### config.mk
export PLATFORM = sky130hd
export DESIGN_NAME = fft_result_reader
export DESIGN_NICKNAME = d
export VERILOG_FILES = /design/src/rtl/fft_result_reader.sv
export SDC_FILE = /design/constraint.sdc
export NUM_CORES = 1
export LEC_CHECK = 0
export ABC_AREA = 1
export CAP_MARGIN = 20
export CORE_MARGIN = 8
export CORE_UTILIZATION = 40
export DETAILED_ROUTE_END_ITERATION = 7
export PLACE_DENSITY = 0.69
export SYNTH_ARGS = -nofsm -noshare
export SYNTH_HDL_FRONTEND = slang
export SYNTH_SLANG_ARGS = --single-unit
### constraint.sdc
create_clock -name clk -period 1.8 [get_ports clk]
set_input_delay 0.18 -clock clk [delete_from_list [all_inputs] [get_ports clk]]
set_output_delay 0.18 -clock clk [all_outputs]
set_load 0.02 [all_outputs]
### src/rtl/fft_result_reader.sv
// Avalon-MM read port onto the FFT result SRAM: 256 samples, optional status word at 256.
// Define FFT_RD_STATUS_EN to expose the status register; otherwise address 256 reads as unmapped.
module fft_result_reader #(
  parameter int SRAM_LAT = 1
) (
  input  logic        clk,
  input  logic        n_rst,
  input  logic        slave_read_i,
  input  logic        slave_chipselect_i,
  input  logic [8:0]  slave_address_i,
  output logic [15:0] slave_readdata_o,
  output logic        slave_readdatavalid_o,
  output logic        slave_waitrequest_o,
  input  logic        fft_done_i,
  output logic [8:0]  sram_raddr_o,
  output logic        sram_ren_o,
  input  logic [15:0] sram_rdata_i,
  output logic        result_ack_o
);

  typedef enum logic [2:0] {WAIT_DONE, READY, FETCH, RESPOND, ACK} state_e;

  localparam logic [1:0] WAIT_LAST = 2'(SRAM_LAT - 1);

  state_e      state_q, state_d;
  logic [8:0]  cnt_q, cnt_d;
  logic        err_q, err_d;
  logic [1:0]  wcnt_q, wcnt_d;
  logic        pend_vld_q, pend_vld_d;
  logic [15:0] pend_data_q, pend_data_d;
  logic [15:0] readdata_q, readdata_d;
  logic        rvalid_q, rvalid_d;
  logic        ren_q, ren_d;
  logic [8:0]  raddr_q, raddr_d;

  logic acc, is_sample, is_status;

  assign slave_waitrequest_o   = (state_q == FETCH) || (state_q == RESPOND);
  assign acc                   = slave_read_i & slave_chipselect_i & ~slave_waitrequest_o;
  assign is_sample             = ~slave_address_i[8];
`ifdef FFT_RD_STATUS_EN
  assign is_status             = (slave_address_i == 9'd256);
`else
  assign is_status             = 1'b0;
`endif
  assign slave_readdata_o      = readdata_q;
  assign slave_readdatavalid_o = rvalid_q;
  assign sram_raddr_o          = raddr_q;
  assign sram_ren_o            = ren_q;
  assign result_ack_o          = (state_q == ACK);

  always_ff @(posedge clk or negedge n_rst) begin
    if (!n_rst) begin
      state_q     <= WAIT_DONE;
      cnt_q       <= '0;
      err_q       <= 1'b0;
      wcnt_q      <= '0;
      pend_vld_q  <= 1'b0;
      pend_data_q <= '0;
      readdata_q  <= '0;
      rvalid_q    <= 1'b0;
      ren_q       <= 1'b0;
      raddr_q     <= '0;
    end else begin
      state_q     <= state_d;
      cnt_q       <= cnt_d;
      err_q       <= err_d;
      wcnt_q      <= wcnt_d;
      pend_vld_q  <= pend_vld_d;
      pend_data_q <= pend_data_d;
      readdata_q  <= readdata_d;
      rvalid_q    <= rvalid_d;
      ren_q       <= ren_d;
      raddr_q     <= raddr_d;
    end
  end

  always_comb begin
    state_d     = state_q;
    cnt_d       = cnt_q;
    err_d       = err_q;
    wcnt_d      = wcnt_q;
    pend_vld_d  = 1'b0;
    pend_data_d = pend_data_q;
    readdata_d  = readdata_q;
    rvalid_d    = 1'b0;
    ren_d       = 1'b0;
    raddr_d     = raddr_q;

    // Non-SRAM answers are staged one cycle so they share the 1-edge latency slot
    if (pend_vld_q) begin
      readdata_d = pend_data_q;
      rvalid_d   = 1'b1;
    end

    case (state_q)
      WAIT_DONE: if (fft_done_i) state_d = READY;
      READY: begin
        if (acc && is_sample) begin
          state_d = FETCH;
          ren_d   = 1'b1;
          raddr_d = slave_address_i;
          cnt_d   = cnt_q + 9'd1;
          wcnt_d  = '0;
        end
      end
      FETCH: begin
        if (wcnt_q == WAIT_LAST) state_d = RESPOND;
        else                     wcnt_d  = wcnt_q + 2'd1;
      end
      RESPOND: begin
        readdata_d = sram_rdata_i;
        rvalid_d   = 1'b1;
        state_d    = (cnt_q == 9'd256) ? ACK : READY;
      end
      ACK: begin
        cnt_d   = '0;
        state_d = WAIT_DONE;
      end
      default: state_d = WAIT_DONE;
    endcase

    if (acc && !(state_q == READY && is_sample)) begin
      pend_vld_d = 1'b1;
      if (is_status) begin
        pend_data_d = {err_q, 5'b0, cnt_q, state_q == READY};
        err_d       = 1'b0;
      end else begin
        pend_data_d = '0;
        err_d       = 1'b1;
      end
    end

    // Overrun wins over a same-edge status clear: it is a newer event than the snapshot
    if (fft_done_i && state_q != WAIT_DONE) err_d = 1'b1;
  end

endmodule

Yosys cells after proc, flatten, opt, wreduce, memory -nomap -nowiden
Index checks and enable logic that the tools add are counted.
{"block": "totals", "output_inout_bits": 29, "wordCells": 54, "inputBits": 30, "ff_bits": 42}
{"block": "op_classes", "add_sub_neg": 2, "eq_ne": 9, "bitwise": 4, "reduce_logical": 14, "n_mux": 17}
{"op": "16-bit two-way mux", "n": 2}
{"op": "9-bit one-hot mux with 2 select lines", "n": 1}
{"op": "3-bit two-way mux", "n": 4}
{"op": "3-bit one-hot mux with 4 select lines", "n": 1}
{"op": "9-bit by 1-bit adder with 9-bit output, second input constant", "n": 1}
{"op": "9-bit equality test, second input constant", "n": 1}
{"op": "9-bit two-way mux", "n": 1}
{"op": "3-bit by 2-bit equality test with 1-bit output, second input constant", "n": 2}
{"op": "2-bit != test, second input constant", "n": 3}
{"op": "3-bit AND reduction", "n": 2}
{"op": "2-bit nonzero test", "n": 3}
{"op": "1-bit two-way mux", "n": 5}
{"op": "2-bit two-way mux", "n": 2}
{"op": "2-bit one-hot mux with 2 select lines", "n": 1}
{"op": "2-bit AND reduction", "n": 2}
{"op": "3-bit by 1-bit equality test with 1-bit output, second input constant", "n": 1}
{"op": "3-bit equality test, second input constant", "n": 1}
{"op": "1-bit logical AND", "n": 3}
{"op": "3-bit logical NOT", "n": 1}
{"op": "2-bit by 1-bit adder with 2-bit output, second input constant", "n": 1}
{"op": "1-bit AND", "n": 2}
{"op": "2-bit logical NOT", "n": 1}
{"op": "2-bit by 1-bit != test with 1-bit output, second input constant", "n": 1}
{"op": "1-bit NOT", "n": 2}
{"op": "other kinds (2)", "n": 2}

Logic depth before layout (Yosys ltp)
{"block": "depth", "word_depth": 7, "mapped_depth": 9}

Worst setup path after synthesis
Ideal clock, no wire load.
{"block": "synth_timing", "path_type": "reg-to-reg", "from": "register state_q[0]", "to": "register cnt_q[0]", "t_required_ns": 1.674, "t_arrival_ns": 1.164, "setup_time_ns": 0.126, "setup_slack_ns": 0.509, "path_stages_with_launch": 6, "path_cell_list": "dfrtp_1 buf_4 nor3_4 inv_2 nand3_1 o21ai_0"}
{"block": "synth_between", "word_cells_on_any_way": 12, "cone_classes": "eq/ne: 5; mux: 1; bitwise: 2; reduce/logical: 4"}
{"item": "start, declared", "line_no": "25", "source": "state_e state_q, state_d;"}
{"item": "start signal, assigned", "line_no": "65", "source": "state_q <= state_d;"}
{"item": "3-bit equality test *"}
{"item": "net result_ack_o", "line_no": "18", "source": "output logic result_ack_o"}
{"item": "2-bit nonzero test (no source line)"}
{"item": "2-bit AND reduction (no source line)"}
{"item": "end signal, assigned", "line_no": "66", "source": "cnt_q <= cnt_d;"}
{"item": "end, declared", "line_no": "26", "source": "logic [8:0] cnt_q, cnt_d;"}
The timed path passes the listed nets; every way through them passes the cells marked *.
A chain may end at the register's enable or synchronous reset.

Final worst setup path
{"block": "layout_timing", "from": "register state_q[1]", "to": "output port result_ack_o"}
{"block": "layout_between", "elab_chain_cells": 1}
{"item": "3-bit equality test", "line_no": "50", "source": "assign result_ack_o = (state_q == ACK);"}
{"item": "end, declared", "line_no": "18"}
Every way passes these cells.

==> run summary <==
Worst Hold Class -> primary input to register
Final nets -> 344
final setup skew -> 0.00724 ns
Worst EP arrival -> 1.35 ns
CTS H-tree depth -> 2
grt total ovfl -> 0
gpl congestion -> 0.860
first-pass GRT wire length -> 8200 um
Mapped Area -> 0.00202 mm2
Post-synth EDFFs -> 0
Initial Util -> 0.404
CP required -> 1.62 ns
final worst slack -> 0.271 ns
RSZ-0062 raised after global routing -> no
GRT Util Overall -> 0.137
largest net degree at the start of global routing -> 43
FP Rows -> 26
P&R area growth vs syn -> 37.4%
post-synthesis net count -> 282
Internal -> 2.36 mW
Slew Limit Fails -> 0
cell accounting for the most synthesized area -> dfrtp_1
PortBufs -> 58
Fill cells -> 495
clock buffer depth -> 2
clock share of power -> 0.193
Final ANT Viol Nets -> 0
P_sw -> 1.45 mW
die width -> 87.1 um
min Tclk post-route -> 1.53 ns
final hold violations -> 0
CP Max Fanout -> 5
worst-skew pair later-pin latency -> 0.29 ns
final setup fails -> 0
clk slew on worst S/H paths -> 0.08 ns
antenna violations before repair -> 0
Synth top area share -> 0.519
#FFs+latches synth -> 42
Slew @ Worst Pin -> 0.543 ns
Core ar. -> 0.00501 mm2
maximum VDD drop -> 0.000622 V
startpoint types -> register
pwr/cell area -> 1370 mW/mm2
Commonest cells post-synth -> 94 x nand2_1, 42 x dfrtp_1, 40 x nand3_1
register share of total power -> 0.367
Most used DFF post-synth -> dfrtp_1
vias per inst -> 4.70
Num CTS Buffers -> 5
count leader, synth -> nand2_1
root buffer cell -> clkbuf_8
ys async rst share -> 1.00
status -> completed
top post-synthesis cells by area -> dfrtp_1 52%, nand2_1 17%, nand3_1 9.9%
Combinational Power Share -> 0.440
Die Y -> 87.1 um
setup tns final -> 0 ns
max-cap violations -> 0
# DRC -> 0
die area -> 0.00759 mm2
fmax -> 654 MHz
DP HPWL -> 3590 um
vias in the first global route -> 1763
Detailed Route Iter0 Violations -> 88
Yosys warning total -> 0
Core Util, Final -> 0.555
TritonRoute pass-1 iters -> 4
WL per Instance -> 12.9 um
Seq/Total Area, Yosys -> 0.519
final WL -> 4940 um
flip-flop and latch area -> 0.00105 mm2
period utilization -> 0.850
Sink Count -> 42
vias -> 1797
multi-input logic area -> 811 um2
static leakage -> 1.41 nW
Slew Limit Headroom -> 0.638
# IOs -> 59
WS Path Type -> register to primary output
synthesized instance count -> 249
ANT cells -> 0
distinct cell type count after synthesis -> 25
Switching Share -> 0.381
Worst setup EP type -> primary output
layout cells sized above 1 -> 0.0737
Place WS -> 0.261 ns
CTS tree -> done
Avg Cell Area, Syn -> 8.13 um2
==> layout by cell type, fill, tap and decap left out, drive strengths merged, types with 5 or more instances in the layout <==
master / Yosys / final
o21ai: 5 / 5
nor2: 16 / 16
nand2: 98 / 98
inv: 23 / 23
nand4: 7 / 7
clkdlybuf4s50: 0 / 55
dfrtp: 42 / 42
clkbuf: 1 / 6
buf: 7 / 5
nand3: 41 / 41
==> metrics by stage <==
stage / hold slack (ns) / cell area (um2) / power, mW / std cells
finish: 0.410 / 2780 / 3.81 / 382
global route: 0.438 / 2780 / 4.08 / 382
CTS: 0.408 / 2780 / 3.88 / 382
detailed placement: 0.288 / 2660 / 3.12 / 373
global placement: 0.289 / 2660 / 3.10 / 373
floorplan: -0.116 / 2020 / 2.39 / 249
==> area by class of cell <==
| class | count | area share |
|---|---|---|
| flip-flops and latches | 42 | 0.378 |
| well taps | 70 | 0.0315 |
| repair buffers | 63 | 0.226 |
| inverters | 24 | 0.0324 |
| clock inverters | 2 | 0.0135 |
| clock buffers | 6 | 0.0261 |
| multi-input cells | 175 | 0.292 |
==> flip-flops by register name (all words and copies together) (netlist names) <==
register,flops
sram_raddr_o,9
wcnt_q,2
state_q,3
sram_ren_o,1
slave_readdatavalid_o,1
pend_vld_q,1
slave_readdata_o,16
cnt_q,9
==> power by group through the flow <==
stage	clock network (mW)	registers, mW	logic, mW
finish	0.735	1.40	1.68
global route	0.796	1.44	1.84
CTS	0.762	1.40	1.72
detailed placement	0	1.42	1.71
global placement	0	1.41	1.69
floorplan	0	1.69	0.706
==> what timing repair did <==
item / CTS / global route
endpoints found under the hold margin: 42 / 0
endpoints found under the setup margin: 1 / 1
pin swaps: 0 / 0
buffers inserted: 0 / 0
hold buffers: 1 / 0
gates resized for setup: 1 / 1
==> cell families (layout without fill, tap and decap cells) <==
family | Yosys count | after routing | share of synthesized area
and+or+nand+nor | 165 | 165 | 0.363
buffers and inverters | 32 | 95 | 0.0798
AOI/OAI and AO/OA | 6 | 6 | 0.0148
adders and majority gates | 3 | 3 | 0.0186
xor gates and xnor gates | 1 | 1 | 0.00433
DFF | 42 | 42 | 0.519
==> critical path, stage by stage, from the launching register on <==
cell and delay, ns:
dfrtp_1 0.45, nor3_4 0.24, dlygate4sd2_1 0.37
==> per-layer routing <==
metal,GRT usage,share of wire,vias to the layer above,routed length (um)
li1,-,-,909,-
met1,0.164,0.44,838,2190
met2,0.231,0.50,45,2450
met3,0.0292,0.046,5,227
met4,0.0563,0.014,0,68
met5,0,0,-,0
==> path summary, 6_finish.rpt <==
| check | from | endpoint | slack (ns) | cells after the start |
|---|---|---|---|---|
| worst max-delay path | state_q[1]$_DFFE_PN0P_ | result_ack_o | 0.27 | 2 |
| worst min-delay path | slave_address_i[4] | sram_raddr_o[4]$_DFFE_PN0P_ | 0.41 | 3 |
| worst max register to register | state_q[2]$_DFFE_PN0P_ | slave_readdata_o[12]$_DFFE_PN0P_ | 0.31 | 7 |
| worst min register to register | wcnt_q[0]$_DFFE_PN0P_ | wcnt_q[0]$_DFFE_PN0P_ | 0.48 | 2 |
| max in group asynchronous | n_rst | slave_readdata_o[2]$_DFFE_PN0P_ | 0.93 | 3 |
| min in group asynchronous | n_rst | wcnt_q[0]$_DFFE_PN0P_ | 0.47 | 3 |
Power figures use the tool's default switching activity.
